--- config.mk ---
export PLATFORM = sky130hd
export DESIGN_NAME = if_id_stage_flat
export DESIGN_NICKNAME = d
export VERILOG_FILES = /design/src/rtl/if_id_stage_if.sv /design/src/rtl/if_id_stage.sv /design/src/flat_wrapper.sv
export SDC_FILE = /design/constraint.sdc
export NUM_CORES = 1
export LEC_CHECK = 0
export CORE_ASPECT_RATIO = 1.4
export CORE_MARGIN = 8
export CORE_UTILIZATION = 39
export CTS_CLUSTER_DIAMETER = 100
export CTS_CLUSTER_SIZE = 14
export DETAILED_ROUTE_END_ITERATION = 6
export PLACE_DENSITY_LB_ADDON = 0.25
export SYNTH_ARGS = -nofsm -noshare
export SYNTH_HDL_FRONTEND = slang
export SYNTH_SLANG_ARGS = --single-unit
--- constraint.sdc ---
create_clock -name CLK -period 1.4 [get_ports CLK]
set_clock_uncertainty 0.15 [all_clocks]
set_input_delay 0.28 -clock CLK [delete_from_list [all_inputs] [get_ports CLK]]
set_output_delay 0.28 -clock CLK [all_outputs]
set_load 0.01 [all_outputs]
--- src/rtl/if_id_stage_if.sv ---
// Fetch/decode handshake and IF/ID register outputs.
// IFID_BUBBLE_CNT_EN adds the bubble_count signal.
interface if_id_stage_if #(
    parameter int unsigned PC_W = 32
);
    logic            if_valid;
    logic [31:0]     if_instr;
    logic [PC_W-1:0] if_pc_plus4;
    logic            stall;
    logic            flush;
    logic            if_ready;
    logic            id_valid;
    logic [31:0]     id_instr;
    logic [PC_W-1:0] id_pc_plus4;
    logic [4:0]      rs;
    logic [4:0]      rt;
    logic [4:0]      rd;
    logic [15:0]     imm16;
    logic            signExtend;
`ifdef IFID_BUBBLE_CNT_EN
    logic [15:0]     bubble_count;

    modport master (
        output if_valid, if_instr, if_pc_plus4, stall, flush,
        input  if_ready, id_valid, id_instr, id_pc_plus4, rs, rt, rd, imm16, signExtend,
        input  bubble_count
    );
    modport slave (
        input  if_valid, if_instr, if_pc_plus4, stall, flush,
        output if_ready, id_valid, id_instr, id_pc_plus4, rs, rt, rd, imm16, signExtend,
        output bubble_count
    );
`else
    modport master (
        output if_valid, if_instr, if_pc_plus4, stall, flush,
        input  if_ready, id_valid, id_instr, id_pc_plus4, rs, rt, rd, imm16, signExtend
    );
    modport slave (
        input  if_valid, if_instr, if_pc_plus4, stall, flush,
        output if_ready, id_valid, id_instr, id_pc_plus4, rs, rt, rd, imm16, signExtend
    );
`endif
endinterface

--- src/rtl/if_id_stage.sv ---
// IF/ID pipeline register with stall (hold), flush (bubble) and registered extend mode.
// Optional IFID_BUBBLE_CNT_EN adds a saturating bubble counter.
module if_id_stage #(
    parameter int unsigned PC_W     = 32,
    parameter logic [31:0] NOP_WORD = 32'h0000_0000
) (
    input  logic           CLK,
    input  logic           Reset_L,
    if_id_stage_if.slave   bus
);

    typedef enum logic [0:0] {StEmpty, StFull} state_e;

    state_e          r_state;
    state_e          w_state_d;
    logic [31:0]     r_instr;
    logic [PC_W-1:0] r_pc_plus4;
    logic            r_sign_ext;
    logic            w_load;
    logic            w_bubble;
    logic            w_ext;

    // Flush beats stall; an idle fetch with no stall also inserts a bubble.
    assign w_load   = ~bus.flush & ~bus.stall & bus.if_valid;
    assign w_bubble = bus.flush | (~bus.stall & ~bus.if_valid);

    // Logical immediates zero-extend; everything else sign-extends.
    always_comb begin
        w_ext = 1'b1;
        case (bus.if_instr[31:26])
            6'h0C, 6'h0D, 6'h0E, 6'h0F: w_ext = 1'b0;
            default:                    w_ext = 1'b1;
        endcase
    end

    always_ff @(posedge CLK or negedge Reset_L) begin
        if (!Reset_L) begin
            r_state <= StEmpty;
        end else begin
            r_state <= w_state_d;
        end
    end

    always_comb begin
        w_state_d = r_state;
        case (r_state)
            StEmpty: if (w_load)   w_state_d = StFull;
            StFull:  if (w_bubble) w_state_d = StEmpty;
            default:               w_state_d = StEmpty;
        endcase
    end

    always_comb begin
        bus.id_valid = (r_state == StFull);
    end

    always_ff @(posedge CLK or negedge Reset_L) begin
        if (!Reset_L) begin
            r_instr    <= NOP_WORD;
            r_pc_plus4 <= '0;
            r_sign_ext <= 1'b1;
        end else if (w_bubble) begin
            r_instr    <= NOP_WORD;
            r_pc_plus4 <= '0;
            r_sign_ext <= 1'b1;
        end else if (w_load) begin
            r_instr    <= bus.if_instr;
            r_pc_plus4 <= bus.if_pc_plus4;
            r_sign_ext <= w_ext;
        end
    end

    assign bus.if_ready    = ~bus.stall | bus.flush;
    assign bus.id_instr    = r_instr;
    assign bus.id_pc_plus4 = r_pc_plus4;
    assign bus.signExtend  = r_sign_ext;
    assign bus.rs          = r_instr[25:21];
    assign bus.rt          = r_instr[20:16];
    assign bus.rd          = r_instr[15:11];
    assign bus.imm16       = r_instr[15:0];

`ifdef IFID_BUBBLE_CNT_EN
    logic [15:0] r_bubble_cnt;

    always_ff @(posedge CLK or negedge Reset_L) begin
        if (!Reset_L) begin
            r_bubble_cnt <= '0;
        end else if (w_bubble && (r_bubble_cnt != 16'hFFFF)) begin
            r_bubble_cnt <= r_bubble_cnt + 16'd1;
        end
    end

    assign bus.bubble_count = r_bubble_cnt;
`endif

endmodule
--- src/flat_wrapper.sv ---
// flat-port wrapper written by rule: the top's interface ports become plain ports
module if_id_stage_flat 
#(
    parameter int unsigned PC_W     = 32,
    parameter logic [31:0] NOP_WORD = 32'h0000_0000
)
  (CLK, Reset_L, bus_if_valid, bus_if_instr, bus_if_pc_plus4, bus_stall, bus_flush, bus_if_ready, bus_id_valid, bus_id_instr, bus_id_pc_plus4, bus_rs, bus_rt, bus_rd, bus_imm16, bus_signExtend);
  if_id_stage_if #(.PC_W(PC_W)) bus_i ();
  input  logic CLK;
  input  logic Reset_L;
  input wire logic [$bits(bus_i.if_valid)-1:0] bus_if_valid;
  input wire logic [$bits(bus_i.if_instr)-1:0] bus_if_instr;
  input wire logic [$bits(bus_i.if_pc_plus4)-1:0] bus_if_pc_plus4;
  input wire logic [$bits(bus_i.stall)-1:0] bus_stall;
  input wire logic [$bits(bus_i.flush)-1:0] bus_flush;
  output wire logic [$bits(bus_i.if_ready)-1:0] bus_if_ready;
  output wire logic [$bits(bus_i.id_valid)-1:0] bus_id_valid;
  output wire logic [$bits(bus_i.id_instr)-1:0] bus_id_instr;
  output wire logic [$bits(bus_i.id_pc_plus4)-1:0] bus_id_pc_plus4;
  output wire logic [$bits(bus_i.rs)-1:0] bus_rs;
  output wire logic [$bits(bus_i.rt)-1:0] bus_rt;
  output wire logic [$bits(bus_i.rd)-1:0] bus_rd;
  output wire logic [$bits(bus_i.imm16)-1:0] bus_imm16;
  output wire logic [$bits(bus_i.signExtend)-1:0] bus_signExtend;
  assign bus_i.if_valid = bus_if_valid;
  assign bus_i.if_instr = bus_if_instr;
  assign bus_i.if_pc_plus4 = bus_if_pc_plus4;
  assign bus_i.stall = bus_stall;
  assign bus_i.flush = bus_flush;
  assign bus_if_ready = bus_i.if_ready;
  assign bus_id_valid = bus_i.id_valid;
  assign bus_id_instr = bus_i.id_instr;
  assign bus_id_pc_plus4 = bus_i.id_pc_plus4;
  assign bus_rs = bus_i.rs;
  assign bus_rt = bus_i.rt;
  assign bus_rd = bus_i.rd;
  assign bus_imm16 = bus_i.imm16;
  assign bus_signExtend = bus_i.signExtend;
  if_id_stage #(.PC_W(PC_W), .NOP_WORD(NOP_WORD)) u_core (.CLK(CLK), .Reset_L(Reset_L), .bus(bus_i));
endmodule
==> metrics, run 1 <==
status=finished, final reports clean; Root Driver=clkbuf_8; share of cells above drive strength 1=0.422; Critical Path RT=0.97 ns; routed wire length=8.18 mm; pwr/cell area=1020 nW/um2; Final Cycle Share=0.995; GRT Util Overall=0.171; Core Area=6530 um2; Routed Antenna Nets=0; GRT overflow=0; vias in the first global route=2284; CTS max path bufs=2; Inserted Clock Buffers=9; final hold vios=0; proportion of synthesized area in mux cells=0.00382; final core occ=0.628; largest net degree at the start of global routing=38; Slowest cell on crit path=dfstp_2; row cnt=35; TritonRoute pass-1 iters=4; register area share after synthesis=0.631; GPL Wtd Cong=0.706; CTS tree=yes; HP Class=input pin to asynchronous set/reset pin; wire per inst=19.2 um; die width=85.2 um; Crit path largest cell delay=0.54 ns; Area after DPL=4170 um2; CP arrival=0.96 ns; worst-path cell chain=buf_6; Post-synth top cells=dfrtp_1 (65), a22o_1 (64), buf_4 (37); MaxCap Viol Count=0; routed via count=2135; Synth Area in Compound Gates=0.217; Starting Density=0.401; CP Launch Type=flip-flop; vias per cell=5.00; io pins=167; worst-path fanout max=2; Yosys cell types=13; ys async rst share=1.00; DRC viols=0; static leakage=2.23 nW; Yosys top cell by area=dfrtp_1; Worst Tran Pin Value=0.305 ns; # diodes=0; fin crit period=1.39 ns; H-tree depth=3; max_slew headroom=0.797; syn nets=251; die area=9630 um2; most common cell in the synthesized netlist=dfrtp_1; Yosys warnings=0; VDD IR max=0.542 mV; largest family of logic cells by synthesized area=compound AO/OA/AOI/OAI gates; XOR/XNOR Fraction of Synth Area=0; Main synth FF type=dfrtp_1; RSZ-0062 raised after global routing=yes; die height=113 um; input/output buffers=166; initial antenna violation count=0; total negative slack=0 ns; Max Fclk=0.718 GHz; synthesized flop and latch total=66; Mapped Area=2620 um2; crit end category=primary output; initial DRC count=95; Final Net Count=418; Area contributors post-synth=dfrtp_1 (62%), a22o_1 (21%), buf_4 (11%), buf_6 (2.2%), dfstp_2 (1.0%); kind of critical path=flip-flop to primary output; Post-Synth Simple-Gate Area=0.0124; CP bufs+invs=1; share of the synthesized area in the top cell type=0.621; kind of cell adding the most delay to the critical path=flip-flops; design area=4100 um2; DP HPWL=5.97 mm; Slew Viols, Final=0; Post-synth EDFFs=0; clock-pin transition on the worst setup and hold timing paths=0.07 ns; cells after synthesis=182; worst skew pair latency=0.33 ns; adder-cell share of the synthesized area=0; CTS Sinks=66; Final Setup Violations=0; first-pass GRT wire length=12.7 mm; Area Overhead vs Synth=56.6%; syn_area_per_cell=14.4 um2
## cell type report
type,instances,area [um2]
repair buffers,201,1540
fillers,582,2420
inverters,1,3.75
clock inverters,3,40.0
clock buffers,12,145
well taps,74,92.6
flip-flops and latches,66,1650
multi-input cells,70,626
## cells by family after synthesis
| group | after synthesis |
|---|---|
| buf+inv | 46 |
| compound gates | 65 |
| mux | 1 |
| simple gates | 4 |
| flops | 66 |
## layer usage
metal,global-route usage,share of wire,vias to the layer above
met2,0.275,0.50,106
met4,0.0740,0.018,0
met5,0,0,-
met3,0.0725,0.079,13
met1,0.192,0.40,1038
li1,-,-,978
## timing repair
item,4_1_cts,5_1_grt
endpoints found under the setup margin,162,43
buffers inserted,16,10
endpoints found under the hold margin,65,0
gates resized for setup,347,43
hold buffers,1,0
gates cloned,0,0
## worst register-to-register path: stages (launching register included)
cell	delay (ns)
dfrtp_1	0.41
buf_4	0.15
buf_4	0.12
a22o_1	0.20
## stage by stage
stage / total power, W / std cells / hold WS, ns / worst slack [ns]
floorplan: 0.00229 / 182 / -0.166 / 0.211
global placement: 0.00274 / 387 / 0.0279 / -0.490
finish: 0.00418 / 427 / 0.221 / 0.00657
global route: 0.00438 / 427 / 0.230 / -0.0411
CTS: 0.00425 / 419 / 0.196 / -0.0540
detailed placement: 0.00275 / 387 / 0.0292 / -0.533
## power breakdown
group	switching, W	internal [W]
Combinational	0.000261	0.000363
Clock	0.000673	0.000857
Sequential	0.0000444	0.00198
Total	0.000979	0.00320
## path summary, 6_finish.rpt
path	to	from	cells after the start	slack, ns
max	bus_signExtend	u_core.bus.signExtend	1	0.007
min	u_core.bus.id_instr[1]	Reset_L	2	0.22
max reg2reg	u_core.bus.id_instr[17]	u_core.bus.id_instr[17]	3	0.27
min reg2reg	u_core.bus.id_instr[30]	u_core.bus.id_instr[30]	1	0.35
max in group asynchronous	u_core.bus.signExtend	Reset_L	3	0.36
min in group CLK	u_core.bus.id_valid	bus_flush	3	0.28
## state kept, by name, summed over array words and instances, names as in the netlist
signal,flops
u_core.bus.id_valid,1
u_core.bus.id_pc_plus4,32
u_core.bus.signExtend,1
u_core.bus.id_instr,32
## layout by cell type, fill, tap and decap left out
cell and instances:
buf_2 82, clkdlybuf4s50_1 65, dfrtp_1 65, a22o_1 64, buf_4 26, clkbuf_2 11
clkbuf_8 10, buf_6 8, buf_12 5, clkbuf_1 2, clkinv_2 2, dlygate4sd2_1 2
nor2b_4 1, inv_1 1, mux2i_1 1, nor2_1 1, nor3b_4 1, nor4bb_1 1
a2bb2oi_1 1, bufinv_16 1, dlygate4sd3_1 1, clkdlybuf4s15_2 1, dfstp_2 1
Power figures use the tool's default switching activity.
==> run 2: changes to the inputs <==
--- a/config.mk
+++ b/config.mk
@@ -7,11 +7,13 @@
 export LEC_CHECK = 0
 export CORE_ASPECT_RATIO = 1.4
 export CORE_MARGIN = 8
-export CORE_UTILIZATION = 39
+export CORE_UTILIZATION = 33
 export CTS_CLUSTER_DIAMETER = 100
 export CTS_CLUSTER_SIZE = 14
 export DETAILED_ROUTE_END_ITERATION = 6
 export PLACE_DENSITY_LB_ADDON = 0.25
+export REMOVE_ABC_BUFFERS = 1
+export SETUP_SLACK_MARGIN = 0.2
 export SYNTH_ARGS = -nofsm -noshare
 export SYNTH_HDL_FRONTEND = slang
 export SYNTH_SLANG_ARGS = --single-unit
==> constraint.sdc (replaced) <==
create_clock -name CLK -period 1.2 [get_ports CLK]
set_clock_uncertainty 0.15 [all_clocks]
set_input_delay 0.24 -clock CLK [delete_from_list [all_inputs] [get_ports CLK]]
set_output_delay 0.24 -clock CLK [all_outputs]
set_load 0.01 [all_outputs]
==> run 2 against run 1 <==
The run now ends with setup timing left; register-to-register slack got worse by 0.28 ns; via count increased by 10%; clock power increased by 24%; die area increased by 15%; global-route usage decreased by 0.073 points; sequential power increased by 17%; routed wire length increased by 24%; sequential share of layout area decreased by 6.9 points.
==> metrics, run 2 (same netlist as run 1, synthesis figures left out) <==
worst-path cell chain=buf_6; GPL Wtd Cong=0.706; die area=11100 um2; static leakage=2.60 nW; VDD IR max=0.569 mV; io pins=167; Final Setup Violations=98; max_slew headroom=0.762; input/output buffers=166; crit end category=primary output; H-tree depth=3; GRT Util Overall=0.170; share of cells above drive strength 1=0.499; die width=91.3 um; Inserted Clock Buffers=9; wire per inst=20.1 um; GRT overflow=0; CP arrival=0.99 ns; failing checks=setup timing; initial antenna violation count=0; Area Overhead vs Synth=89.0%; dpl ws=-0.713 ns; vias per cell=4.68; Max Fclk=0.726 GHz; DP HPWL=6.07 mm; first-pass GRT wire length=14.5 mm; HP Class=input pin to flip-flop; setup slack after layout=-0.177 ns; Final Net Count=467; final hold vios=0; final core occ=0.638; CP Launch Type=flip-flop; initial DRC count=137; vias in the first global route=2512; Root Driver=clkbuf_8; worst skew pair latency=0.33 ns; kind of cell adding the most delay to the critical path=flip-flops; worst-path fanout max=2; TritonRoute pass-1 iters=4; MaxCap Viol Count=0; clock-pin transition on the worst setup and hold timing paths=0.07 ns; fin crit period=1.38 ns; Final Cycle Share=1.15; CP bufs+invs=1; Starting Density=0.338; DRC viols=0; Critical Path RT=0.81 ns; CTS Sinks=66; pwr/cell area=1060 nW/um2; Core Area=7750 um2; commonest non-fill, non-tap cells in the layout=buf_2 (69), buf_6 (67), dfrtp_1 (65); CTS max path bufs=2; FILL cells=617; CTS tree=yes; routed via count=2352; Slew Viols, Final=0; commonest non-fill, non-tap cell in the layout=buf_2; # diodes=0; Worst Tran Pin Value=0.357 ns; Crit path largest cell delay=0.55 ns; die height=121 um; kind of critical path=flip-flop to primary output; routed wire length=10.1 mm; RSZ-0062 raised after global routing=yes; Slowest cell on crit path=dfstp_2; largest net degree at the start of global routing=67; Routed Antenna Nets=0; row cnt=38; status=finished with violations
==> run 2: what timing repair did <==
action                                  4_1_cts  5_1_grt
pin swaps                                    16       23
gates resized for setup                     469       21
cloned                                        7        1
setup buffers                                27       21
endpoints found under the setup margin      163      155
hold buffers                                  2        0
hold endpoints to repair                     66        0
==> run 2: layout make-up <==
class / count / area [um2] / area share
well taps: 100 / 125 / 0.0253
repair buffers: 250 / 2340 / 0.473
inverters: 1 / 3.75 / 0.000759
flip-flops and latches: 66 / 1650 / 0.334
clock buffers: 14 / 163 / 0.0329
multi-input cells: 70 / 626 / 0.126
clock inverters: 2 / 35.0 / 0.00708
==> run 2: stage by stage <==
step	hold WS (ns)	setup TNS [ns]	area, um2	total power [W]	cells
2_1_floorplan	-0.206	-119.37	2270	0.00258	137
6_report	0.0307	-6.64	4950	0.00522	503
3_5_place_dp	0.133	-54.94	4280	0.00322	429
3_3_place_gp	0.137	-54.36	4280	0.00321	429
4_1_cts	0.00312	-8.50	4660	0.00518	481
5_1_grt	0.0237	-9.99	4950	0.00543	503
==> run 2: path summary, 6_finish.rpt <==
| path | startpoint | endpoint | slack, ns | cells after the start |
|---|---|---|---|---|
| setup reg to reg | u_core.bus.id_instr[13] | u_core.bus.id_instr[13] | -0.01 | 4 |
| setup / recovery | u_core.bus.signExtend | bus_signExtend | -0.18 | 1 |
| hold reg to reg | u_core.bus.id_pc_plus4[4] | u_core.bus.id_pc_plus4[4] | 0.36 | 1 |
| max in group asynchronous | Reset_L | u_core.bus.signExtend | 0.29 | 3 |
| hold / removal | bus_if_valid | u_core.bus.id_valid | 0.03 | 3 |
| min in group asynchronous | Reset_L | u_core.bus.id_pc_plus4[4] | 0.28 | 3 |
==> run 2: metal layers <==
metal	vias up	track usage	share of wire
met3	15	0.0279	0.044
li1	1078	-	-
met2	92	0.293	0.53
met5	-	0	0
met1	1167	0.197	0.40
met4	0	0.0925	0.022
==> run 2: power breakdown <==
group	total, W	internal [W]	leakage, nW	switching (W)
combinational	0.000958	0.000603	1.61	0.000355
clock	0.00189	0.00107	0.101	0.000817
sequential	0.00237	0.00231	0.897	0.0000656
total	0.00522	0.00398	2.60	0.00124
==> run 3: changes to the inputs <==
--- a/config.mk
+++ b/config.mk
@@ -11,6 +11,7 @@
 export CTS_CLUSTER_DIAMETER = 100
 export CTS_CLUSTER_SIZE = 14
 export DETAILED_ROUTE_END_ITERATION = 6
+export GPL_ROUTABILITY_DRIVEN = 0
 export PLACE_DENSITY_LB_ADDON = 0.25
 export REMOVE_ABC_BUFFERS = 1
 export SETUP_SLACK_MARGIN = 0.2
==> results of run 3 <==
The final DEF is identical to that of run 2; final timing and power are the same.
